--- config.mk ---
export PLATFORM = sky130hd
export DESIGN_NAME = column_feeder_flat
export DESIGN_NICKNAME = d
export VERILOG_FILES = /design/src/rtl/column_feeder_pkg.sv /design/src/rtl/column_feeder_if.sv /design/src/rtl/column_feeder_counter.sv /design/src/rtl/column_feeder.sv /design/src/flat_wrapper.sv
export SDC_FILE = /design/constraint.sdc
export NUM_CORES = 1
export LEC_CHECK = 0
export ABC_AREA = 1
export CAP_MARGIN = 20
export CORE_UTILIZATION = 35
export CTS_CLUSTER_SIZE = 10
export DETAILED_ROUTE_END_ITERATION = 10
export PLACE_DENSITY_LB_ADDON = 0.25
export REMOVE_ABC_BUFFERS = 1
export SLEW_MARGIN = 20
export SYNTH_ARGS = -nofsm -noshare
export SYNTH_HDL_FRONTEND = slang
export SYNTH_SLANG_ARGS = --single-unit
export TNS_END_PERCENT = 20
--- constraint.sdc ---
create_clock -name clk -period 1.8 [get_ports clk]
set_input_delay 0.36 -clock clk [delete_from_list [all_inputs] [get_ports clk]]
set_output_delay 0.36 -clock clk [all_outputs]
set_load 0.01 [all_outputs]
--- src/rtl/column_feeder_pkg.sv ---
// Shared constants and FSM state type for the column feeder and its line buffer.
// Holds the default geometry, the derived field widths and the state encoding.
package column_feeder_pkg;

  localparam int DEF_BUF_HEIGHT = 8;
  localparam int DEF_BUF_WIDTH  = 34;
  localparam int DEF_MAX_BANDS  = 64;

  localparam int DEF_COL_W  = $clog2(DEF_BUF_WIDTH);
  localparam int DEF_BAND_W = $clog2(DEF_MAX_BANDS) + 1;

  // Narrowest band the downstream window logic can handle.
  localparam int MIN_IMG_WIDTH = 3;

  typedef enum logic [1:0] {
    ST_IDLE = 2'd0,
    ST_RUN  = 2'd1,
    ST_DONE = 2'd2
  } feeder_state_e;

endpackage

--- src/rtl/column_feeder_if.sv ---
// Upstream column stream: valid/ready handshake carrying one pixel column per beat.
interface column_feeder_if #(
  parameter int HEIGHT = column_feeder_pkg::DEF_BUF_HEIGHT
);

  logic              s_valid;
  logic [HEIGHT-1:0] s_data;
  logic              s_ready;

  modport master (output s_valid, output s_data, input s_ready);
  modport slave  (input s_valid, input s_data, output s_ready);

endinterface

--- src/rtl/column_feeder_counter.sv ---
// Column/band position tracker: wraps the column count per band, flags the final
// column of the image and registers the band_end strobe alongside the shift.
module column_feeder_counter #(
  parameter int COL_W  = column_feeder_pkg::DEF_COL_W,
  parameter int BAND_W = column_feeder_pkg::DEF_BAND_W
) (
  input  logic              clk,
  input  logic              rst_n,
  input  logic              clear,
  input  logic              advance,
  input  logic [COL_W-1:0]  img_width,
  input  logic [BAND_W-1:0] num_bands,
  output logic              last,
  output logic              band_end
);

  logic [COL_W-1:0]  col_q,  col_d;
  logic [BAND_W-1:0] band_q, band_d;
  logic              band_end_q, band_end_d;
  logic              col_last;

  assign col_last = (col_q == img_width - COL_W'(1));
  assign last     = col_last && (band_q == num_bands - BAND_W'(1));
  assign band_end = band_end_q;

  always_comb begin
    // NOTE: every output gets a default first so no path leaves one unassigned (no latch).
    col_d      = col_q;
    band_d     = band_q;
    band_end_d = 1'b0;
    if (clear) begin
      col_d  = '0;
      band_d = '0;
    end else if (advance) begin
      if (col_last) begin
        col_d      = '0;
        band_d     = band_q + BAND_W'(1);
        band_end_d = 1'b1;
      end else begin
        col_d = col_q + COL_W'(1);
      end
    end
  end

  // NOTE: state flops use non-blocking assignment so all registers update from pre-edge values.
  always_ff @(posedge clk or negedge rst_n) begin
    if (!rst_n) begin
      col_q      <= '0;
      band_q     <= '0;
      band_end_q <= 1'b0;
    end else begin
      col_q      <= col_d;
      band_q     <= band_d;
      band_end_q <= band_end_d;
    end
  end

endmodule

--- src/rtl/column_feeder.sv ---
// Feeds booleanized pixel columns into the line buffer band by band, with stall,
// abort and configuration checking; IDLE/RUN/DONE control with registered outputs.
module column_feeder
  import column_feeder_pkg::*;
#(
  parameter int BUF_HEIGHT = DEF_BUF_HEIGHT,
  parameter int BUF_WIDTH  = DEF_BUF_WIDTH,
  parameter int MAX_BANDS  = DEF_MAX_BANDS
) (
  input  logic                         clk,
  input  logic                         rst_n,
  input  logic                         start,
  input  logic                         abort,
  input  logic [$clog2(BUF_WIDTH)-1:0] img_width,
  input  logic [$clog2(MAX_BANDS):0]   num_bands,
  column_feeder_if.slave               up,
  input  logic                         stall,
  output logic [BUF_HEIGHT-1:0]        pixel_out,
  output logic                         shift_enable,
  output logic                         band_end,
  output logic                         done,
  output logic                         busy,
  output logic                         cfg_err
);

  localparam int COL_W  = $clog2(BUF_WIDTH);
  localparam int BAND_W = $clog2(MAX_BANDS) + 1;

  feeder_state_e         state_q, state_d;
  logic [COL_W-1:0]      width_q, width_d;
  logic [BAND_W-1:0]     bands_q, bands_d;
  logic [BUF_HEIGHT-1:0] pixel_q, pixel_d;
  logic                  shift_q, shift_d;
  logic                  done_q, done_d;
  logic                  busy_q, busy_d;
  logic                  cfg_err_q, cfg_err_d;

  logic cfg_legal, in_run, accept, start_ok, cnt_clear, last;

  assign cfg_legal = (img_width >= COL_W'(MIN_IMG_WIDTH)) &&
                     (img_width <= COL_W'(BUF_WIDTH - 1)) &&
                     (num_bands >= BAND_W'(1)) &&
                     (num_bands <= BAND_W'(MAX_BANDS));

  assign in_run     = (state_q == ST_RUN);
  assign up.s_ready = in_run && !stall && !abort;
  assign accept     = up.s_ready && up.s_valid;
  assign start_ok   = !in_run && start && cfg_legal;
  // Abort clears position too, so a restarted image begins at column 0.
  assign cnt_clear  = start_ok || (in_run && abort);

  column_feeder_counter #(
    .COL_W  (COL_W),
    .BAND_W (BAND_W)
  ) u_counter (
    .clk       (clk),
    .rst_n     (rst_n),
    .clear     (cnt_clear),
    .advance   (accept),
    .img_width (width_q),
    .num_bands (bands_q),
    .last      (last),
    .band_end  (band_end)
  );

  always_comb begin
    state_d   = state_q;
    width_d   = width_q;
    bands_d   = bands_q;
    pixel_d   = pixel_q;
    shift_d   = 1'b0;
    done_d    = done_q;
    cfg_err_d = cfg_err_q;
    unique case (state_q)
      ST_IDLE, ST_DONE: begin
        if (start) begin
          if (cfg_legal) begin
            state_d   = ST_RUN;
            width_d   = img_width;
            bands_d   = num_bands;
            done_d    = 1'b0;
            cfg_err_d = 1'b0;
          end else begin
            state_d   = ST_DONE;
            done_d    = 1'b1;
            cfg_err_d = 1'b1;
          end
        end
      end
      ST_RUN: begin
        if (abort) begin
          state_d = ST_IDLE;
          done_d  = 1'b0;
        end else if (accept) begin
          pixel_d = up.s_data;
          shift_d = 1'b1;
          if (last) begin
            state_d = ST_DONE;
            done_d  = 1'b1;
          end
        end
      end
      default: state_d = ST_IDLE;
    endcase
    busy_d = (state_d == ST_RUN);
  end

  always_ff @(posedge clk or negedge rst_n) begin
    if (!rst_n) begin
      state_q   <= ST_IDLE;
      width_q   <= '0;
      bands_q   <= '0;
      pixel_q   <= '0;
      shift_q   <= 1'b0;
      done_q    <= 1'b0;
      busy_q    <= 1'b0;
      cfg_err_q <= 1'b0;
    end else begin
      state_q   <= state_d;
      width_q   <= width_d;
      bands_q   <= bands_d;
      pixel_q   <= pixel_d;
      shift_q   <= shift_d;
      done_q    <= done_d;
      busy_q    <= busy_d;
      cfg_err_q <= cfg_err_d;
    end
  end

  assign pixel_out    = pixel_q;
  assign shift_enable = shift_q;
  assign done         = done_q;
  assign busy         = busy_q;
  assign cfg_err      = cfg_err_q;

endmodule

--- src/flat_wrapper.sv ---
// flat-port wrapper written by rule: the top's interface ports become plain ports
module column_feeder_flat import column_feeder_pkg::*;
#(
  parameter int BUF_HEIGHT = DEF_BUF_HEIGHT,
  parameter int BUF_WIDTH  = DEF_BUF_WIDTH,
  parameter int MAX_BANDS  = DEF_MAX_BANDS
)
  (clk, rst_n, start, abort, img_width, num_bands, stall, pixel_out, shift_enable, band_end, done, busy, cfg_err, up_s_valid, up_s_data, up_s_ready);
  column_feeder_if #(.HEIGHT((8))) up_i ();
  input  logic clk;
  input  logic rst_n;
  input  logic start;
  input  logic abort;
  input  logic [$clog2(BUF_WIDTH)-1:0] img_width;
  input  logic [$clog2(MAX_BANDS):0] num_bands;
  input  logic stall;
  output logic [BUF_HEIGHT-1:0] pixel_out;
  output logic shift_enable;
  output logic band_end;
  output logic done;
  output logic busy;
  output logic cfg_err;
  input wire logic [$bits(up_i.s_valid)-1:0] up_s_valid;
  input wire logic [$bits(up_i.s_data)-1:0] up_s_data;
  output wire logic [$bits(up_i.s_ready)-1:0] up_s_ready;
  assign up_i.s_valid = up_s_valid;
  assign up_i.s_data = up_s_data;
  assign up_s_ready = up_i.s_ready;
  column_feeder #(.BUF_HEIGHT(BUF_HEIGHT), .BUF_WIDTH(BUF_WIDTH), .MAX_BANDS(MAX_BANDS)) u_core (.clk(clk), .rst_n(rst_n), .start(start), .abort(abort), .img_width(img_width), .num_bands(num_bands), .up(up_i), .stall(stall), .pixel_out(pixel_out), .shift_enable(shift_enable), .band_end(band_end), .done(done), .busy(busy), .cfg_err(cfg_err));
endmodule
==> summary.json <==
{
  "achievable-frequency_ghz": 0.5547,
  "rsz_0062_raised_after_global_routing": "yes",
  "cts_buf_count": 5,
  "switchingPower_mw": 0.8816,
  "worstSetupPathType": "reg -> reg",
  "timing.critical_path.from_type": "flop",
  "tritoncts": "yes",
  "synth_area_mm2": 0.002295,
  "finalWorstSetupSlack_ns": -0.002759,
  "crit_end": "u_core.done",
  "syn_area_per_cell_um2": 7.475,
  "worstReg2RegEnd": "u_core.done",
  "grt.overflow.total": 0,
  "clkSinkCount": 41,
  "portBuffers": 40,
  "setup.worst_path.end_class": "flop",
  "cellLeakagePower_nw": 1.630,
  "top_post_synthesis_cells_by_area": "dfrtp_1, nand2_1, nand3_1",
  "global_route_wire_length_before_repair_um": 9052,
  "violations_in_the_final_reports": "setup timing",
  "detailed_place.area_mm2": 0.002984,
  "dr.pass1.iters": 4,
  "combPwrFrac_pct": 31.3,
  "startpoint": "u_core.width_q[0]",
  "fin_worst_hold_slack_ns": 0.009120,
  "max_cap_viol_count": 0,
  "design.core.area_mm2": 0.006350,
  "fin_worst_skew_ns": 0.004441,
  "vias_per_cell": 4.729,
  "nFillCells": 616,
  "report.final.slew_viol_count": 0,
  "r2r-start": "u_core.width_q[0]",
  "final_period_minus_worst_setup_slack_ns": 1.803,
  "p_seq_share_pct": 41.7,
  "layout.area.seq_mm2": 0.001026,
  "cts.htree.levels": 2,
  "critical_path_required_ns": 2.00,
  "clk-insertion-delay-late_ns": 0.30,
  "yosys.area.top_type": "dfrtp_1",
  "worst-endpoint-arrival_ns": 2.00,
  "final.setup.tns_ns": -0.002759,
  "drcViolationCount": 0,
  "p_total_mw": 2.753,
  "netlist_top_cells_count": "nand2_1, dfrtp_1, inv_1",
  "critical_path.max_fanout": 7,
  "clock_pin_slew_on_the_worst_setup_and_hold_paths_ns": 0.08,
  "postLayoutCellArea_mm2": 0.003172,
  "synth_cell_type_count": 26,
  "p_int_mw": 1.872,
  "std_cell_rows": 29,
  "synth.most_common_cell": "nand2_1",
  "initial_utilization_pct": 36.14,
  "clockBufferDepth": 2,
  "post_synth_inst_count": 307,
  "layout_worst_path_cycle_share_pct": 100.2,
  "synth.yosys.warnings": 0,
  "postRouteWirelength_um": 5249,
  "global_route.usage.total_pct": 16.08,
  "die_width_um": 82.97,
  "via_count": 2147,
  "vertical_extent_of_the_die_um": 82.97,
  "areaGrowthSynthToFinish_pct": 38.22,
  "worstMarginPinSlew_ns": 0.2531,
  "place_congestion": 0.7924,
  "antenna-diode-count": 0,
  "share_of_flip_flops_with_an_asynchronous_set_or_reset_after_synthesis_pct": 100.0,
  "io_pins": 41,
  "grt_max_degree": 42,
  "maxSlewHeadroom_pct": 83.00,
  "power.density_cell_area_mw_per_mm2": 868.0,
  "multiInputGateArea_mm2": 0.001165,
  "ys_seq_area_share_pct": 44.71,
  "clkPwrFrac_pct": 27.0,
  "grt_antenna_before_repair": 0,
  "root_buffer": "clkbuf_8",
  "synth_top_area_share_pct": 44.71,
  "postSynthRegisterBits": 41,
  "rr_worst_depth": 15,
  "swShare_pct": 32.02,
  "final_nets": 408,
  "holdCritPathClass": "in -> async",
  "final_antenna_net_count": 0,
  "synth-main-ff-cell": "dfrtp_1",
  "ir_worst_vdd_v": 0.0006074,
  "drt-initial-drc-count": 106,
  "die_area_mm2": 0.006884,
  "status": "finished with violations",
  "cts-hold-fix-buffers": 0,
  "hpwl_um": 3850,
  "avgRoutedWirePerCell_um": 11.56,
  "via_count_of_the_first_global_routing_pass": 2007,
  "r2r_slack_ns": -0.003,
  "timing_hold_violations_final": 0,
  "ratio_of_cells_with_drive_above_1_in_the_final_layout_pct": 17.24,
  "setup-violations-final": 1,
  "number_of_enable_flip_flop_cells_after_synthesis": 0
}
[layout by cell type, fill, tap and decap left out]
| cell | count |
|---|---|
| clkbuf_2 | 1 |
| nand3_1 | 28 |
| xor2_1 | 10 |
| clkdlybuf4s50_1 | 36 |
| o21ai_1 | 4 |
| a21oi_1 | 4 |
| nand2b_1 | 1 |
| nor2_4 | 2 |
| ha_2 | 1 |
| ha_4 | 1 |
| buf_12 | 2 |
| dlymetal6s2s_1 | 2 |
| o22ai_1 | 3 |
| buf_4 | 26 |
| nor2_8 | 1 |
| nand3_2 | 5 |
| nand2_2 | 2 |
| buf_2 | 1 |
| nand3b_1 | 1 |
| clkinv_2 | 1 |
| clkbuf_8 | 5 |
| inv_2 | 6 |
| dfrtp_1 | 41 |
| buf_6 | 1 |
| nor2_1 | 14 |
| nand4_1 | 4 |
| nor2_2 | 5 |
| o21ai_0 | 21 |
| ha_1 | 2 |
| inv_1 | 31 |
| nand2_1 | 104 |
| nor3_1 | 2 |
| nand2_4 | 4 |
| xnor2_1 | 4 |
| bufinv_16 | 1 |
[worst min path at each step]
stage,slack [ns],end,depth (start not counted)
detailed placement,0.35,u_core.width_q[2],2
CTS,0.03,u_core.width_q[3],2
global route,0.04,u_core.width_q[3],2
finish,0.009,u_core.width_q[3],2
global placement,0.35,u_core.width_q[2],2
floorplan,0.06,u_core.bands_q[0],0
[metrics by stage]
step | utilization (%) | setup WS (ns) | instances
2_1_floorplan | - | 0.01703 | 301
3_3_place_gp | 47.00 | -0.3252 | 445
3_5_place_dp | 47.00 | -0.4060 | 445
4_1_cts | 48.73 | -0.06306 | 452
5_1_grt | 49.95 | -0.1146 | 454
6_report | 49.95 | -0.002759 | 454
[state kept, by name (all words and copies together), names as in the netlist, 2 cells and up]
signal                   cells
u_core.pixel_out             8
u_core.bands_q               7
u_core.u_counter.band_q      7
u_core.u_counter.col_q       6
u_core.width_q               6
u_core.state_q               2
[logic make-up after synthesis]
group	after synthesis	synth area share (%)
compound gates	32	7.143
xor+xnor	14	5.343
fa+ha+maj	4	2.181
buf+inv	43	7.361
flops	41	44.71
simple gates	173	33.26
[area by class of cell]
| cell class | count | area share [%] |
|---|---|---|
| sequential | 41 | 32.35 |
| clock inverter | 2 | 1.105 |
| multi-input combinational | 223 | 36.73 |
| clock buffer | 5 | 2.170 |
| timing repair buffer | 69 | 20.24 |
| inverter | 37 | 4.379 |
| tap | 77 | 3.037 |
[repair_timing]
item                                    in CTS  in global routing
endpoints found under the setup margin      16                 27
buffers inserted                             0                  2
gates cloned                                 0                  0
resized for setup                            4                 22
pin swaps                                    0                 10
[power by group through the flow]
stage | Combinational, mW | Sequential (mW) | Clock (mW)
2_1_floorplan | 0.451 | 1.17 | 0
3_3_place_gp | 0.791 | 1.16 | 0
3_5_place_dp | 0.804 | 1.16 | 0
4_1_cts | 0.809 | 1.15 | 0.751
5_1_grt | 0.981 | 1.16 | 0.789
6_report | 0.862 | 1.15 | 0.744
[critical path, stage by stage, from the launching register on]
cell,delay [ns]
dfrtp_1,0.37
inv_2,0.06
ha_4,0.26
inv_1,0.03
nand2_1,0.05
nand2_1,0.04
nor2_1,0.08
nand2_1,0.07
nor2_2,0.09
nand3_2,0.15
nor2_8,0.21
nand2_4,0.08
nand2_4,0.08
nand2_1,0.05
nand2_1,0.05
nand2_1,0.04
[routing by layer]
metal / up-vias / GRT usage, % / part of all wire [%]
met5: - / 0 / 0
met4: 0 / 5.486 / 1.7
met3: 9 / 3.579 / 3.9
met2: 43 / 25.78 / 45
met1: 985 / 21.47 / 49
li1: 1110 / - / -
Note: power is estimated with default switching activity, not from simulation.
==> patch 1: new RTL, config.mk and constraints unchanged <==
The package constant `DEF_BUF_WIDTH` goes from 34 to 68.
--- a/src/rtl/column_feeder_pkg.sv
+++ b/src/rtl/column_feeder_pkg.sv
@@ -3,7 +3,7 @@
 package column_feeder_pkg;
 
   localparam int DEF_BUF_HEIGHT = 8;
-  localparam int DEF_BUF_WIDTH  = 34;
+  localparam int DEF_BUF_WIDTH  = 68;
   localparam int DEF_MAX_BANDS  = 64;
 
   localparam int DEF_COL_W  = $clog2(DEF_BUF_WIDTH);
Interface: changed (resized img_width); port bits go from 41 to 42. The function was not compared with the original's and may differ.
==> patch 1 against the original RTL <==
- final area up 4.7%
- synthesized cell count up 2.3%
- critical endpoint is now u_core.busy
- via count up 2.2%
- the run ends with DRC left
- die area up 3.6%
- sequential cell count up 2
- total power up 4.3%
- routed wire length up 5.2%
- setup slack better by 0.021 ns
- hold slack worse by 0.0016 ns
- critical path depth down 1
- clock power down 11%
- largest cell class unchanged
- area after synthesis up 3.7%
==> patch 1: results (changes against the original RTL) <==
* Leak at 0.00172 µW (was 0.00163 µW)
* Routed met1 length at 2.66 mm (was 2.59 mm)
* Yosys cell types at 27 (was 26)
* Synth cell count leaders: nand2_1, dfrtp_1, inv_1 (unchanged)
* Seq cells post-synth at 43 (was 41)
* M1 GR Usage at 0.225 (was 0.215)
* DR pass1 iterations at 7 (was 4)
* Drt initial violations at 98 (was 106)
* Data arrival time of the worst path at 1.98 ns (was 2.00 ns)
* Multi-In Gates at 228 (was 223)
* Final Util at 0.514 (was 0.500)
* Syn avg cell area at 7.58 µm² (was 7.47 µm²)
* Power Density at 864 mW/mm² (was 868 mW/mm²)
* Status: finished, violations left (unchanged)
* Register area share after synthesis at 0.452 (was 0.447)
* Design area at 0.00332 mm² (was 0.00317 mm²)
* Failing checks: DRC (was setup timing)
* Cell total after placement at 462 (was 445)
* Setup crit start: u_core.bands_q[0] (was u_core.width_q[0])
* Reg2Reg Setup Slack at 0.02 ns (was -0.003 ns)
* Non-clk invs at 39 (was 37)
* DR vias/cell at 4.64 (was 4.73)
* Pre-CTS setup slack at -0.264 ns (was -0.406 ns)
* Met2 routed wirelength at 2.52 mm (was 2.36 mm)
* Fin cells at 473 (was 454)
* Synth area leaders: dfrtp_1, nand2_1, xor2_1, nand3_1, inv_1 (was dfrtp_1, nand2_1, nand3_1, inv_1, o21ai_0)
* Largest net degree at the start of global routing at 44 (was 42)
* Met3 GRT Util at 0.0452 (was 0.0358)
* Post-DP Area at 0.00314 mm² (was 0.00298 mm²)
* Cts repair resizes at 8 (was 4)
* Period utilization at 0.990 (was 1.00)
* IO buf count at 41 (was 40)
* Worst slew margin at 0.839 (was 0.830)
* WL final at 5.52 mm (was 5.25 mm)
* GRT met2 Usage at 0.287 (was 0.258)
* Worst Path Max Fanout at 3 (was 7)
* Ratio of cells with drive above 1 in the final layout at 0.179 (was 0.172)
* Layout clock area frac at 0.0298 (was 0.0327)
* Number of global-route vias before repair at 2191 (was 2007)
* Area of the multi-input gates at 0.00119 mm² (was 0.00116 mm²)
* Fin nets at 427 (was 408)
* Routed met3 length at 253 µm (was 207 µm)
* DRC Markers at 2 (was 0)
* Post-DP HPWL at 4.13 mm (was 3.85 mm)
* P_clk at 664 µW (was 744 µW)
* Layout fillers at 624 (was 616)
* Fin Hold WS at 0.00756 ns (was 0.00912 ns)
* Placer congestion estimate at 0.848 (was 0.792)
* Signal buffers at 78 (was 69)
* Initial antenna violation count at 0 (unchanged)
* Worst R2R End: u_core.busy (was u_core.done)
* Maximum VDD drop at 0.000452 V (was 0.000607 V)
* Clkbuf count at 6 (was 5)
* First-pass GRT wire length at 9.82 mm (was 9.05 mm)
-- patch 1: changes by cell type after synthesis, moves of 2 or more --
cell     unedited run  this run
xor2_1             10        18
o21ai_1             2         0
dfrtp_1            41        43
nand3_1            32        29
nor2_1             17        25
nor2_2              2         0
inv_1              33        35
o21ai_0            23        17
-- patch 1: logic make-up (layout without fill, tap and decap cells) --
group / Yosys count / in the layout / synth area share
flip-flops: 43 / 43 / 0.452
XOR/XNOR: 21 / 21 / 0.0773
AND/OR/NAND/NOR: 178 / 178 / 0.319
AO/OA/AOI/OAI: 25 / 25 / 0.0568
buffers and inverters: 43 / 125 / 0.0741
adder cells (fa/ha/maj): 4 / 4 / 0.0210
-- patch 1: worst max-delay path: stages, from the launching register on --
cell and delay (ns):
dfrtp_1 0.36, inv_1 0.06, ha_1 0.22, nand2_1 0.11, buf_4 0.12, nand2_1 0.04
nand2_1 0.05, nand2_1 0.04, nor2_1 0.13, nand3_1 0.12, nor2_2 0.11, nand2_2 0.09
nand2_2 0.10, buf_4 0.11, nand2_1 0.04
==> patch 2: new RTL, config.mk and constraints unchanged <==
Made on the original files. `pixel_q` no longer has a reset.
--- a/src/rtl/column_feeder.sv
+++ b/src/rtl/column_feeder.sv
@@ -110,7 +110,6 @@
       state_q   <= ST_IDLE;
       width_q   <= '0;
       bands_q   <= '0;
-      pixel_q   <= '0;
       shift_q   <= 1'b0;
       done_q    <= 1'b0;
       busy_q    <= 1'b0;
@@ -119,12 +118,15 @@
       state_q   <= state_d;
       width_q   <= width_d;
       bands_q   <= bands_d;
-      pixel_q   <= pixel_d;
       shift_q   <= shift_d;
       done_q    <= done_d;
       busy_q    <= busy_d;
       cfg_err_q <= cfg_err_d;
     end
+  end
+
+  always_ff @(posedge clk) begin
+    pixel_q <= pixel_d;
   end
 
   assign pixel_out    = pixel_q;
Formal check against the unedited RTL: differs if rst_n is asserted again (counterexample within 4 cycles, from zero or initial values and one cycle with rst_n low); with rst_n held inactive, the same outputs for 10 cycles.
==> patch 2 against the original RTL <==
- routed wire length down 7.8%
- sequential cell count did not move
- first-iteration DRC count fell by 15%
- utilization up 0.46 points
- area after synthesis increased by 1.3%
- hold slack improved by 0.32 ns
- clock power shrank 20%
- combinational power shrank 8.8%
- final area grew 1.5%
- setup slack better by 0.049 ns
- total power shrank 9.7%
- count of clock-buffer cells in the layout did not move
- sequential power shrank 4%
==> patch 2: results (changes against the original RTL) <==
* EDFF count, synth at 8 (was 0)
* Worst hold-check path type: input port to register (was input port to async pin)
* Synth area leaders: dfrtp_1, nand2_1, edfxtp_1, inv_1, nand3_1 (was dfrtp_1, nand2_1, nand3_1, inv_1, o21ai_0)
* Async SR Flop Fraction at 0.805 (was 1.00)
* WL/cell at 11.1 µm (was 11.6 µm)
* Placer congestion estimate at 0.806 (was 0.792)
* Total track usage at 0.144 (was 0.161)
* First-pass GRT wire length at 8.06 mm (was 9.05 mm)
* Drt initial violations at 90 (was 106)
* Routed met3 length at 227 µm (was 207 µm)
* Largest register FFs at 8 (unchanged)
* Pre-CTS setup slack at -0.343 ns (was -0.406 ns)
* Period utilization at 0.974 (was 1.00)
* Layout fillers at 612 (was 616)
* Yosys cell types at 31 (was 26)
* Initial antenna violation count at 0 (unchanged)
* Ratio of cells with drive above 1 in the final layout at 0.239 (was 0.172)
* YS warnings at 0 (unchanged)
* Synth cell count leaders: nand2_1, inv_1, dfrtp_1 (was nand2_1, dfrtp_1, inv_1)
* Met2 routed wirelength at 2.14 mm (was 2.36 mm)
* Number of global-route vias before repair at 1796 (was 2007)
* Post-DP HPWL at 3.57 mm (was 3.85 mm)
* Routed met1 length at 2.38 mm (was 2.59 mm)
* Layout Skew at 0.00526 ns (was 0.00444 ns)
* Maximum VDD drop at 0.000456 V (was 0.000607 V)
* Data arrival time of the worst path at 1.95 ns (was 2.00 ns)
* Top sig layer: met4 (unchanged)
* Post-DP Area at 0.00302 mm² (was 0.00298 mm²)
* Register area share after synthesis at 0.459 (was 0.447)
* Largest net degree at the start of global routing at 34 (was 42)
* Leak at 0.00160 µW (was 0.00163 µW)
* Status: completed (was finished, violations left)
* Fin nets at 390 (was 408)
* Reg2Reg Setup Slack at 0.05 ns (was -0.003 ns)
* Vias at 1983 (was 2147)
* Worst Path Max Fanout at 4 (was 7)
* Slew @ Worst Pin at 0.428 ns (was 0.253 ns)
patch 2: cell count changes after synthesis, moves of 3 or more:
| cell | before | now |
|---|---|---|
| nand3_1 | 32 | 25 |
| a21oi_1 | 4 | 0 |
| dfrtp_1 | 41 | 33 |
| nand4_1 | 4 | 10 |
| o21ai_2 | 0 | 5 |
| o21ai_0 | 23 | 13 |
| nor2_1 | 17 | 11 |
| inv_1 | 33 | 37 |
| buf_2 | 3 | 0 |
| o22ai_1 | 3 | 0 |
| edfxtp_1 | 0 | 8 |
| nand2_1 | 107 | 92 |
patch 2: critical path, stage by stage, from the launching register on:
cell	delay [ns]
dfrtp_1	0.37
inv_2	0.06
ha_4	0.26
xor2_1	0.14
nand3_1	0.12
nor2_4	0.17
nand3_4	0.11
nor2_8	0.14
nand2_4	0.07
nand2_4	0.07
nand2_1	0.05
nand2_1	0.05
nand2_1	0.04
patch 2: timing repair:
| action | CTS | global route |
|---|---|---|
| buffers inserted | 1 | 0 |
| resized for setup | 7 | 27 |
| pin swaps | 4 | 14 |
| cloned | 0 | 1 |
| endpoints found under the setup margin | 6 | 31 |
patch 2: cells by family after synthesis:
logic type / Yosys count / synth area share
xor+xnor: 13 / 0.0522
buf+inv: 46 / 0.0781
compound gates: 23 / 0.0619
fa+ha+maj: 4 / 0.0215
flops: 41 / 0.459
simple gates: 157 / 0.327
patch 2: where the power goes:
part	leakage [µW]	switching [µW]	internal, µW	total (µW)
Sequential	0.000505	72.7	1030	1100
Clock	0.0000439	329	268	597
Combinational	0.00105	422	363	786
Total	0.00160	824	1660	2490
patch 2: routing by layer:
layer  up-vias  GRT usage
li1       1054          -
met1       870      0.202
met2        50      0.217
met3         9     0.0317
met4         0     0.0555
met5         -          0
patch 2: path summary, 6_finish.rpt:
kind | end | cells after the start
hold reg to reg | u_core.bands_q[1] | 2
setup / recovery | u_core.done | 12
setup reg to reg | u_core.done | 12
hold / removal | u_core.width_q[2] | 3
min in group asynchronous | u_core.u_counter.col_q[2] | 2
max in group asynchronous | u_core.u_counter.band_q[1] | 2
patch 2: cell type report:
type,count,area share
sequential,41,0.331
timing repair inverter,1,0.00233
clock inverter,3,0.00544
multi-input combinational,197,0.360
clock buffer,5,0.0214
inverter,45,0.0548
timing repair buffer,68,0.195
tap,77,0.0299
patch 2: through the flow:
step | utilization | instances | total power, µW | hold WS, ns
final | 0.504 | 437 | 2490 | 0.334
after global routing | 0.504 | 437 | 2670 | 0.350
after CTS | 0.491 | 436 | 2460 | 0.485
after detailed placement | 0.474 | 427 | 1830 | 0.470
after global placement | 0.474 | 427 | 1820 | 0.468
after floorplan | - | 283 | 1570 | 0.0644
